<file path="src/rtl/i2c_bus_monitor.sv">
// Passive multi-channel I2C bus monitor with a WISHBONE register interface.
// Define I2C_MON_TIMEOUT_EN to build the SCL-low timeout counters and the TOLIM registers.

module i2c_bus_monitor #(
  parameter int          NCH    = 2,
  parameter int          FILT   = 2,
  parameter logic [15:0] TO_RST = 16'hFFFF
) (
  input  logic           wb_clk_i,
  input  logic           arst_i,
  input  logic           wb_rst_i,
  input  logic [2:0]     wb_adr_i,
  input  logic [7:0]     wb_dat_i,
  output logic [7:0]     wb_dat_o,
  input  logic           wb_we_i,
  input  logic           wb_stb_i,
  input  logic           wb_cyc_i,
  output logic           wb_ack_o,
  output logic           wb_inta_o,
  input  logic [NCH-1:0] scl_i,
  input  logic [NCH-1:0] sda_i
);

  localparam int CW = (NCH > 1) ? $clog2(NCH) : 1;

  typedef enum logic [1:0] {S_IDLE, S_DATA, S_ACK} state_t;

  logic           ctrl_en, ctrl_ien;
  logic [CW-1:0]  chsel;
  logic [15:0]    tolim;
  logic           acc, wr, rd;
  logic [7:0]     rd_mux;
  logic [7:0]     stat_a [NCH];
  logic [7:0]     rxb_a  [NCH];
  logic [3:0]     err_a  [NCH];
  logic [7:0]     cnt_a  [NCH];
  logic [NCH-1:0] err_or;

  assign acc = wb_stb_i & wb_cyc_i & ~wb_ack_o;
  assign wr  = acc & wb_we_i;
  assign rd  = acc & ~wb_we_i;

  always_comb begin
    // NOTE: default first so every path assigns rd_mux and no latch is inferred.
    rd_mux = 8'h00;
    case (wb_adr_i)
      3'd0: rd_mux = {6'b000000, ctrl_ien, ctrl_en};
      3'd1: rd_mux = 8'(chsel);
      3'd2: rd_mux = stat_a[chsel];
      3'd3: rd_mux = rxb_a[chsel];
      3'd4: rd_mux = {4'b0000, err_a[chsel]};
      3'd5: rd_mux = cnt_a[chsel];
      3'd6: rd_mux = tolim[7:0];
      3'd7: rd_mux = tolim[15:8];
    endcase
  end

  always_ff @(posedge wb_clk_i or negedge arst_i) begin
    if (!arst_i) begin
      wb_ack_o <= 1'b0; wb_dat_o <= 8'h00; wb_inta_o <= 1'b0;
      ctrl_en  <= 1'b0; ctrl_ien <= 1'b0; chsel     <= '0;
    end else if (wb_rst_i) begin
      wb_ack_o <= 1'b0; wb_dat_o <= 8'h00; wb_inta_o <= 1'b0;
      ctrl_en  <= 1'b0; ctrl_ien <= 1'b0; chsel     <= '0;
    end else begin
      // NOTE: clocked state uses non-blocking assignments so every flop samples pre-edge values.
      wb_ack_o  <= acc;
      wb_inta_o <= ctrl_ien & (|err_or);
      if (rd) wb_dat_o <= rd_mux;
      if (wr && wb_adr_i == 3'd0) begin
        ctrl_en  <= wb_dat_i[0];
        ctrl_ien <= wb_dat_i[1];
      end
      if (wr && wb_adr_i == 3'd1)
        chsel <= (wb_dat_i >= 8'(NCH)) ? CW'(NCH - 1) : wb_dat_i[CW-1:0];
    end
  end

`ifdef I2C_MON_TIMEOUT_EN
  always_ff @(posedge wb_clk_i or negedge arst_i) begin
    if (!arst_i)                        tolim        <= TO_RST;
    else if (wb_rst_i)                  tolim        <= TO_RST;
    else if (wr && wb_adr_i == 3'd6)    tolim[7:0]   <= wb_dat_i;
    else if (wr && wb_adr_i == 3'd7)    tolim[15:8]  <= wb_dat_i;
  end
`else
  assign tolim = 16'h0000;
`endif

  for (genvar i = 0; i < NCH; i++) begin : g_ch
    logic [1:0]      ln_s1, ln_s2, ln_f, ln_d;  // bit 1 = scl, bit 0 = sda
    logic [1:0][2:0] fcnt;
    state_t          state;
    logic [3:0]      bitcnt, pos, err, err_set;
    logic [7:0]      shreg, rxb, cnt;
    logic            hi_bit, nack, bvalid;
    logic            sel, rd_rxb, wr_err, wr_cnt;
    logic            start_ev, stop_ev, scl_rise, timeout, complete;

    assign sel    = (chsel == CW'(i));
    assign rd_rxb = rd & sel & (wb_adr_i == 3'd3);
    assign wr_err = wr & sel & (wb_adr_i == 3'd4);
    assign wr_cnt = wr & sel & (wb_adr_i == 3'd5);

    // A line change is accepted only after FILT consecutive samples disagree with ln_f.
    always_ff @(posedge wb_clk_i or negedge arst_i) begin
      if (!arst_i) begin
        ln_s1 <= 2'b11; ln_s2 <= 2'b11; ln_f <= 2'b11; ln_d <= 2'b11; fcnt <= '0;
      end else if (wb_rst_i) begin
        ln_s1 <= 2'b11; ln_s2 <= 2'b11; ln_f <= 2'b11; ln_d <= 2'b11; fcnt <= '0;
      end else begin
        ln_s1 <= {scl_i[i], sda_i[i]};
        ln_s2 <= ln_s1;
        ln_d  <= ln_f;
        for (int k = 0; k < 2; k++) begin
          if (ln_s2[k] == ln_f[k]) begin
            fcnt[k] <= 3'd0;
          end else if (fcnt[k] == 3'(FILT - 1)) begin
            ln_f[k] <= ln_s2[k];
            fcnt[k] <= 3'd0;
          end else begin
            fcnt[k] <= fcnt[k] + 3'd1;
          end
        end
      end
    end

    assign start_ev = ln_f[1] & ln_d[1] &  ln_d[0] & ~ln_f[0];
    assign stop_ev  = ln_f[1] & ln_d[1] & ~ln_d[0] &  ln_f[0];
    assign scl_rise = ln_f[1] & ~ln_d[1];
    // The SCL rise that opens a START/STOP was already counted as a bit; judge position without it.
    assign pos      = bitcnt - {3'b000, hi_bit};

`ifdef I2C_MON_TIMEOUT_EN
    logic [15:0] tocnt;
    always_ff @(posedge wb_clk_i or negedge arst_i) begin
      if (!arst_i)                         tocnt <= 16'd0;
      else if (wb_rst_i)                   tocnt <= 16'd0;
      else if (state == S_IDLE || ln_f[1]) tocnt <= 16'd0;
      else if (tocnt != 16'hFFFF)          tocnt <= tocnt + 16'd1;
    end
    assign timeout = (tolim != 16'd0) && (state != S_IDLE) && !ln_f[1] && (tocnt >= tolim);
`else
    assign timeout = 1'b0;
`endif

    always_comb begin
      err_set  = 4'b0000;
      complete = 1'b0;
      if (ctrl_en && state != S_IDLE) begin
        if (timeout)       err_set[2] = 1'b1;
        else if (start_ev) err_set[0] = (state == S_ACK) || (pos != 4'd0);
        else if (stop_ev)  err_set[1] = (state == S_ACK) || (pos != 4'd0);
        else if (scl_rise && state == S_ACK) complete = 1'b1;
      end
      err_set[3] = complete & bvalid & ~rd_rxb;
    end

    always_ff @(posedge wb_clk_i or negedge arst_i) begin
      if (!arst_i) begin
        state <= S_IDLE; bitcnt <= 4'd0; hi_bit <= 1'b0; shreg <= 8'h00; rxb <= 8'h00;
        nack  <= 1'b0;   bvalid <= 1'b0; err    <= 4'h0; cnt   <= 8'h00;
      end else if (wb_rst_i) begin
        state <= S_IDLE; bitcnt <= 4'd0; hi_bit <= 1'b0; shreg <= 8'h00; rxb <= 8'h00;
        nack  <= 1'b0;   bvalid <= 1'b0; err    <= 4'h0; cnt   <= 8'h00;
      end else begin
        if (!ctrl_en || (state != S_IDLE && (timeout || stop_ev))) begin
          state <= S_IDLE; bitcnt <= 4'd0; hi_bit <= 1'b0;
        end else if (start_ev) begin
          state <= S_DATA; bitcnt <= 4'd0; hi_bit <= 1'b0;
        end else if (scl_rise && state == S_DATA) begin
          shreg  <= {shreg[6:0], ln_f[0]};
          bitcnt <= bitcnt + 4'd1;
          hi_bit <= 1'b1;
          if (bitcnt == 4'd7) state <= S_ACK;
        end else if (scl_rise && state == S_ACK) begin
          nack  <= ln_f[0]; rxb <= shreg;
          state <= S_DATA;  bitcnt <= 4'd0; hi_bit <= 1'b0;
        end else if (!ln_f[1]) begin
          hi_bit <= 1'b0;
        end
        err    <= (err & ~(wr_err ? wb_dat_i[3:0] : 4'h0)) | err_set;
        bvalid <= complete | (bvalid & ~rd_rxb);
        if (wr_cnt)        cnt <= 8'h00;
        else if (complete) cnt <= cnt + 8'd1;
      end
    end

    assign stat_a[i] = {bvalid, bitcnt, nack, state == S_ACK, state != S_IDLE};
    assign rxb_a[i]  = rxb;
    assign err_a[i]  = err;
    assign cnt_a[i]  = cnt;
    assign err_or[i] = |err;
  end

endmodule

</file>
<file path="config.mk">
export PLATFORM = sky130hd
export DESIGN_NAME = i2c_bus_monitor
export DESIGN_NICKNAME = d
export VERILOG_FILES = /design/src/rtl/i2c_bus_monitor.sv
export SDC_FILE = /design/constraint.sdc
export NUM_CORES = 1
export LEC_CHECK = 0
export BUFFER_PORTS_ARGS = -buffer_cell sky130_fd_sc_hd__buf_2
export CAP_MARGIN = 15
export CORE_MARGIN = 8
export CORE_UTILIZATION = 32
export CTS_BUF_LIST = sky130_fd_sc_hd__clkbuf_8
export CTS_CLUSTER_SIZE = 30
export DETAILED_ROUTE_END_ITERATION = 10
export PLACE_DENSITY = 0.48
export REMOVE_ABC_BUFFERS = 1
export SLEW_MARGIN = 40
export SYNTH_ARGS = -nofsm -noshare
export SYNTH_HDL_FRONTEND = slang
export SYNTH_SLANG_ARGS = --single-unit
</file>
<file path="constraint.sdc">
create_clock -name wb_clk_i -period 1.93 [get_ports wb_clk_i]
set_clock_uncertainty 0.1 [all_clocks]
set_input_delay 0.2895 -clock wb_clk_i [delete_from_list [all_inputs] [get_ports wb_clk_i]]
set_output_delay 0.2895 -clock wb_clk_i [all_outputs]
set_load 0.01 [all_outputs]
</file>
# Word level (Yosys, flattened, before mapping)
# Cells that the tools add are included.
# op_classes
n_lt_le_gt_ge,2
eq_ne,35
n_shift,0
muxes,140
addsub,10
n_div,0
bitwise_logic,53
n_reduce_logical,47
n_mul,0
# ops
operator,n
$mux 8,35
$mux 4,17
$pmux 8 s7,1
$mux 1,55
$mux 2,22
$and 1x1->1,33
$reduce_bool 2->1,13
$mux 3,8
$ne 2x2->1 const B,10
$add 8x1->8 const B,2
$eq 3x1->1 const B,5
$add 3x1->3 const B,4
$eq 3x3->1 const B,4
$mux 6,2
$ne 6x2->1 const B,2
$reduce_and 2->1,6
$not 1->1,11
$logic_and 1x1->1,10
$ne 5x4->1 const B,2
$reduce_bool 5->1,2
$add 4x1->4 const B,2
$and 4x4->4,2
$eq 4x3->1 const B,2
$ge 8x2->1 const B,1
19 further kinds,36
# totals
memories,0
wordCells,325
regBits,115
latchBits,0
mem_bits_ro,0
in_bits,21
ram_bits,0

# Longest topological paths before layout
# logic_depth
depth_word,11
ltp_mapped,7
ltp_nobuf,6

# Worst setup path before layout
# Ideal clock, no wire load.
# synth_timing
kind,register to register
from,register g_ch[0].ln_f[1]
to,register g_ch[0].shreg[0]
path_buffers,2
stages_incl_launch_ff,7
slack_ns,0.234
setup_time_ns,0.136
period_less_slack_ns,1.696
t_arrival_ns,1.460
path_cell_list,dfstp_2 -> clkbuf_1 -> and4bb_1 -> buf_2 -> nand2_1 -> nand2_1 -> a21oi_1
# synth_between
elab_chain_len,7
# synth_lines
element,line_no,text
from (decl),91,"logic [1:0] ln_s1, ln_s2, ln_f, ln_d;"
"from (signal, indexed assignment)",119,ln_f[k] <= ln_s2[k];
$and 1x1->1,"128, 129",
$and 1x1->1 (2 in series),129,assign stop_ev = ln_f[1] & ln_d[1] & ~ln_d[0] & ln_f[0];
$logic_and 1x1->1,167,if (!ctrl_en || (state != S_IDLE && (timeout || stop_ev))) begin
$logic_or 1x1->1,167,
$ne 2x2->1 (no line),-,
$reduce_and 3->1 (no line) *,-,
to (signal assigned),172,"shreg <= {shreg[6:0], ln_f[0]};"
to (decl),95,"logic [7:0] shreg, rxb, cnt;"
# Every way passes the cells marked *; elsewhere a longest branch is shown, timed or not.
# A chain may end at the register's enable or synchronous reset.

# Worst setup path in the final report
# layout_timing
from,register g_ch[1].ln_f[1]
to,register g_ch[1].cnt[7]
# layout_between
elab_chain_len,7
# layout_lines
element,line_no,text
from (decl),91,
"from (signal, indexed assignment)",119,
"$and 1x1->1, on equally long branches","128, 129, 130",
$and 1x1->1 / $logic_and 1x1->1 (equally long branches),"129, 154",
$and 1x1->1 / $mux 1 (equally long branches),"129, 154",
$mux 1,153,else if (stop_ev) err_set[1] = (state == S_ACK) || (pos != 4'd0);
$mux 1 *,152,else if (start_ev) err_set[0] = (state == S_ACK) || (pos != 4'd0);
$mux 1 *,150,if (ctrl_en && state != S_IDLE) begin
$reduce_bool 3->1 (no line) *,-,
to (signal assigned),185,else if (complete) cnt <= cnt + 8'd1;
to (decl),95,
# Marks and branches as above.

==> metrics.csv <==
stage,metric,value,unit
clock_network,clk sinks,115,
min_path,Hold Path Class,in -> reg,
min_path,WHS Path Cells,3,
logic_synthesis,leading area contributor after synthesis,dfrtp_1,
logic_synthesis,synthesized area,5979,um^2
place,Detailed Place HPWL,11.68,mm
floorplanning,Initial Util,32.29,%
global_route,gr ovfl total,0,
floorplanning,Die Area,23320,um^2
route,DR DRC count,0,
final_layout,fillcell total,1849,
final_layout,final core utilization,37.74,%
global_route,largest net degree at the start of global routing,34,
place,Post-Place Setup Slack,96.28,ps
global_route,initial antenna violation count,0,
sta,final cycle utilization of the critical path,94.03,%
final_layout,layout cells sized above 1,22.47,%
global_route,Total GRT Usage,14.26,%
logic_synthesis,ys flop type,dfrtp_1,
worst_setup_path,Worst R2R Start,g_ch[1].ln_f[1],
status,outcome,"complete, no violations",
clock_network,H-tree Lvls,4,
route,Avg WL per Cell,18.16,um
sta,final hold vios,0,
clock_network,Clock Path Buffers,2,
place,RePlAce Congestion,0.8334,
sta,setup violators final,0,
floorplanning,core area,18520,um^2
sta,Worst Hold Slack,26.30,ps
sta,setup TNS,0,ps
sta,Final Slew Violations,0,
logic_synthesis,Yosys top cell area share,41.43,%
min_path,Hold Crit Endpoint,wb_ack_o,
final_layout,Antenna diodes,0,
route,initial drt markers,375,
power,Static Leakage,2.949,nW
logic_synthesis,synthesis-stage register bit count,115,
worst_setup_path,Setup CP Type,reg -> reg,
clock_network,Worst-path clk slew,70,ps
worst_setup_path,CP max FO,6,
sta,f_max,551.0,MHz
route,Via density,5.311,
worst_setup_path,FF-to-FF path depth,4,
sta,worst slew pin tran,595.3,ps
place,PortBufs,30,
floorplanning,std cell rows,50,
clock_network,CTS tree,done,
route,antenna-violating nets left,0,
logic_synthesis,"Seq/Total Area, Yosys",48.46,%
final_layout,Final #Nets,678,
logic_synthesis,Synth area leaders,"dfrtp_1 (41%), dfstp_2 (7.0%), nand2_1 (6.8%), a21oi_1 (4.0%), xor2_1 (2.9%)",
logic_synthesis,Cell variety after synth,69,
final_layout,P&R area growth vs syn,16.87,%
route,final WL,16.29,mm
power,PwrDens,756.5,nW/um^2
logic_synthesis,Syn Inst Count,604,
worst_setup_path,CP required,2200,ps
sta,Final min period,1815,ps
worst_setup_path,Crit. End Element,register,
power,worst ir drop on vdd,431.8,uV
route,via count,4764,
logic_synthesis,"EDFF count, synth",0,
floorplanning,I/O Pins,31,
worst_setup_path,reg2reg end,g_ch[1].cnt[7],
worst_setup_path,worst path arrival time,2090,ps
logic_synthesis,Mean Syn Cell Area,9.900,um^2
clock_network,total CTS buffers,17,
global_route,vias in the first global route,4762,
logic_synthesis,ys async rst share,100.0,%
global_route,first-pass GRT wire length,26.27,mm
worst_setup_path,Startpoint Class,register,
sta,final worst slack,115.1,ps
floorplanning,width of the die,152.7,um
job,max capacitance violation total,0,
min_path,hold path start,wb_cyc_i,
clock_network,root buf cell,clkbuf_8,
route,First-pass DRT Iterations,5,
clock_network,Clock Latency Late Sink,450,ps
worst_setup_path,worst reg2reg setup slack,120,ps
floorplanning,die height,152.7,um
sta,slew margin rel.,60.18,%
sta,RSZ-0062 raised after global routing,no,
logic_synthesis,Yosys warning count,0,
## cells by family after synthesis
kind of cell    share of synthesized area, %
simple gates                           24.36
flops                                  48.46
compound gates                         12.68
buf+inv                                4.645
mux                                    5.231
xor+xnor                               3.369
fa+ha+maj                              1.255
## power by group
part / total, mW / internal (mW) / switching, mW / leakage (nW)
combinational: 0.264 / 0.0869 / 0.177 / 1.17
sequential: 2.44 / 2.43 / 0.00910 / 1.55
clock: 2.58 / 1.58 / 1.00 / 0.230
total: 5.29 / 4.10 / 1.19 / 2.95
## placed cells by master, fill, tap and decap left out, drive strengths merged, types with 8 or more instances in the layout
master	n
nand4	9
a221oi	8
nor3	11
mux2	12
nand3	31
clkbuf	19
mux2i	11
dfrtp	99
nor4	9
xor2	20
o21ai	17
or2	14
and2	9
nand2	108
a21oi	48
buf	59
dfstp	16
and3	8
inv	14
nor2	30
## metal layers
| metal | up-vias | share of wire, % | global-route usage [%] |
|---|---|---|---|
| met5 | - | 0 | 0 |
| met4 | 0 | 1.8 | 5.749 |
| met3 | 22 | 4.0 | 3.091 |
| met2 | 115 | 46 | 22.33 |
| met1 | 2372 | 48 | 18.81 |
| li1 | 2255 | - | - |
## flip-flops by register name, summed over array words and instances (netlist names)
register     count
ctrl_en          1
g_ch.rxb        16
g_ch.err         8
g_ch.ln_s2       4
chsel            1
g_ch.state       4
g_ch.fcnt       12
wb_ack_o         1
g_ch.bitcnt      8
g_ch.ln_d        4
wb_dat_o         8
g_ch.ln_f        4
g_ch.hi_bit      2
g_ch.ln_s1       4
ctrl_ien         1
g_ch.bvalid      2
g_ch.shreg      16
g_ch.cnt        16
g_ch.nack        2
wb_inta_o        1
## synth_stat cells (all sizes together), types with 3 or more instances
cell type / number
a221oi: 8
and4b: 4
nand2b: 3
nor2: 30
and4bb: 3
a22oi: 4
and3: 8
nand3b: 5
nor3b: 7
clkbuf: 20
xor2: 20
nand4: 9
mux2: 12
buf: 17
a32o: 6
xnor2: 3
inv: 12
dfrtp: 99
o21ai: 17
o31ai: 5
ha: 6
dfstp: 16
nand2: 108
and4: 3
o311ai: 3
nor2b: 7
or3: 5
o41ai: 3
nor4: 9
mux2i: 11
a21oi: 48
nand3: 31
nor3: 11
and2: 9
or2: 14
mux4: 3
## worst max-delay path: stages, from the launching register on
cell,delay (ps)
dfstp_2,580
and4bb_2,370
nand4_1,180
or3_1,370
a21oi_1,140
## metrics by stage
step | cell area, um^2 | power [mW] | std cells
finish | 6988 | 5.286 | 897
global placement | 6455 | 2.741 | 859
global route | 6988 | 5.490 | 897
CTS | 6964 | 5.353 | 896
floorplan | 5749 | 2.564 | 567
detailed placement | 6455 | 2.744 | 859
## worst max-delay path by stage
stage,depth (start not counted),end,slack [ps],from
6_report,4,g_ch[1].cnt[7],120,g_ch[1].ln_f[1]
5_1_grt,6,g_ch[0].rxb[6],30,g_ch[0].ln_f[1]
4_1_cts,4,g_ch[0].err[3],70,g_ch[0].ln_f[1]
3_5_place_dp,5,wb_dat_o[5],100,wb_adr_i[0]
3_3_place_gp,5,wb_dat_o[5],90,wb_adr_i[0]
2_1_floorplan,4,g_ch[1].bitcnt[3],-420,g_ch[1].ln_f[1]
## timing repair
action	CTS	global route
hold buffers	6	0
hold endpoints to repair	23	0
resized for setup	0	4
buffers inserted	0	1
setup endpoints to repair	0	13
## layout make-up
type	instances	area, um^2	share of cell area, %
Sequential cell	115	2898	41.47
Clock buffer	19	261.5	3.742
Tap cell	234	292.8	4.190
Clock inverter	12	187.7	2.686
Inverter	12	47.55	0.6804
Timing Repair Buffer	65	480.5	6.876
Multi-Input combinational cell	440	2820	40.36
Note: power is estimated with default switching activity, not from simulation.
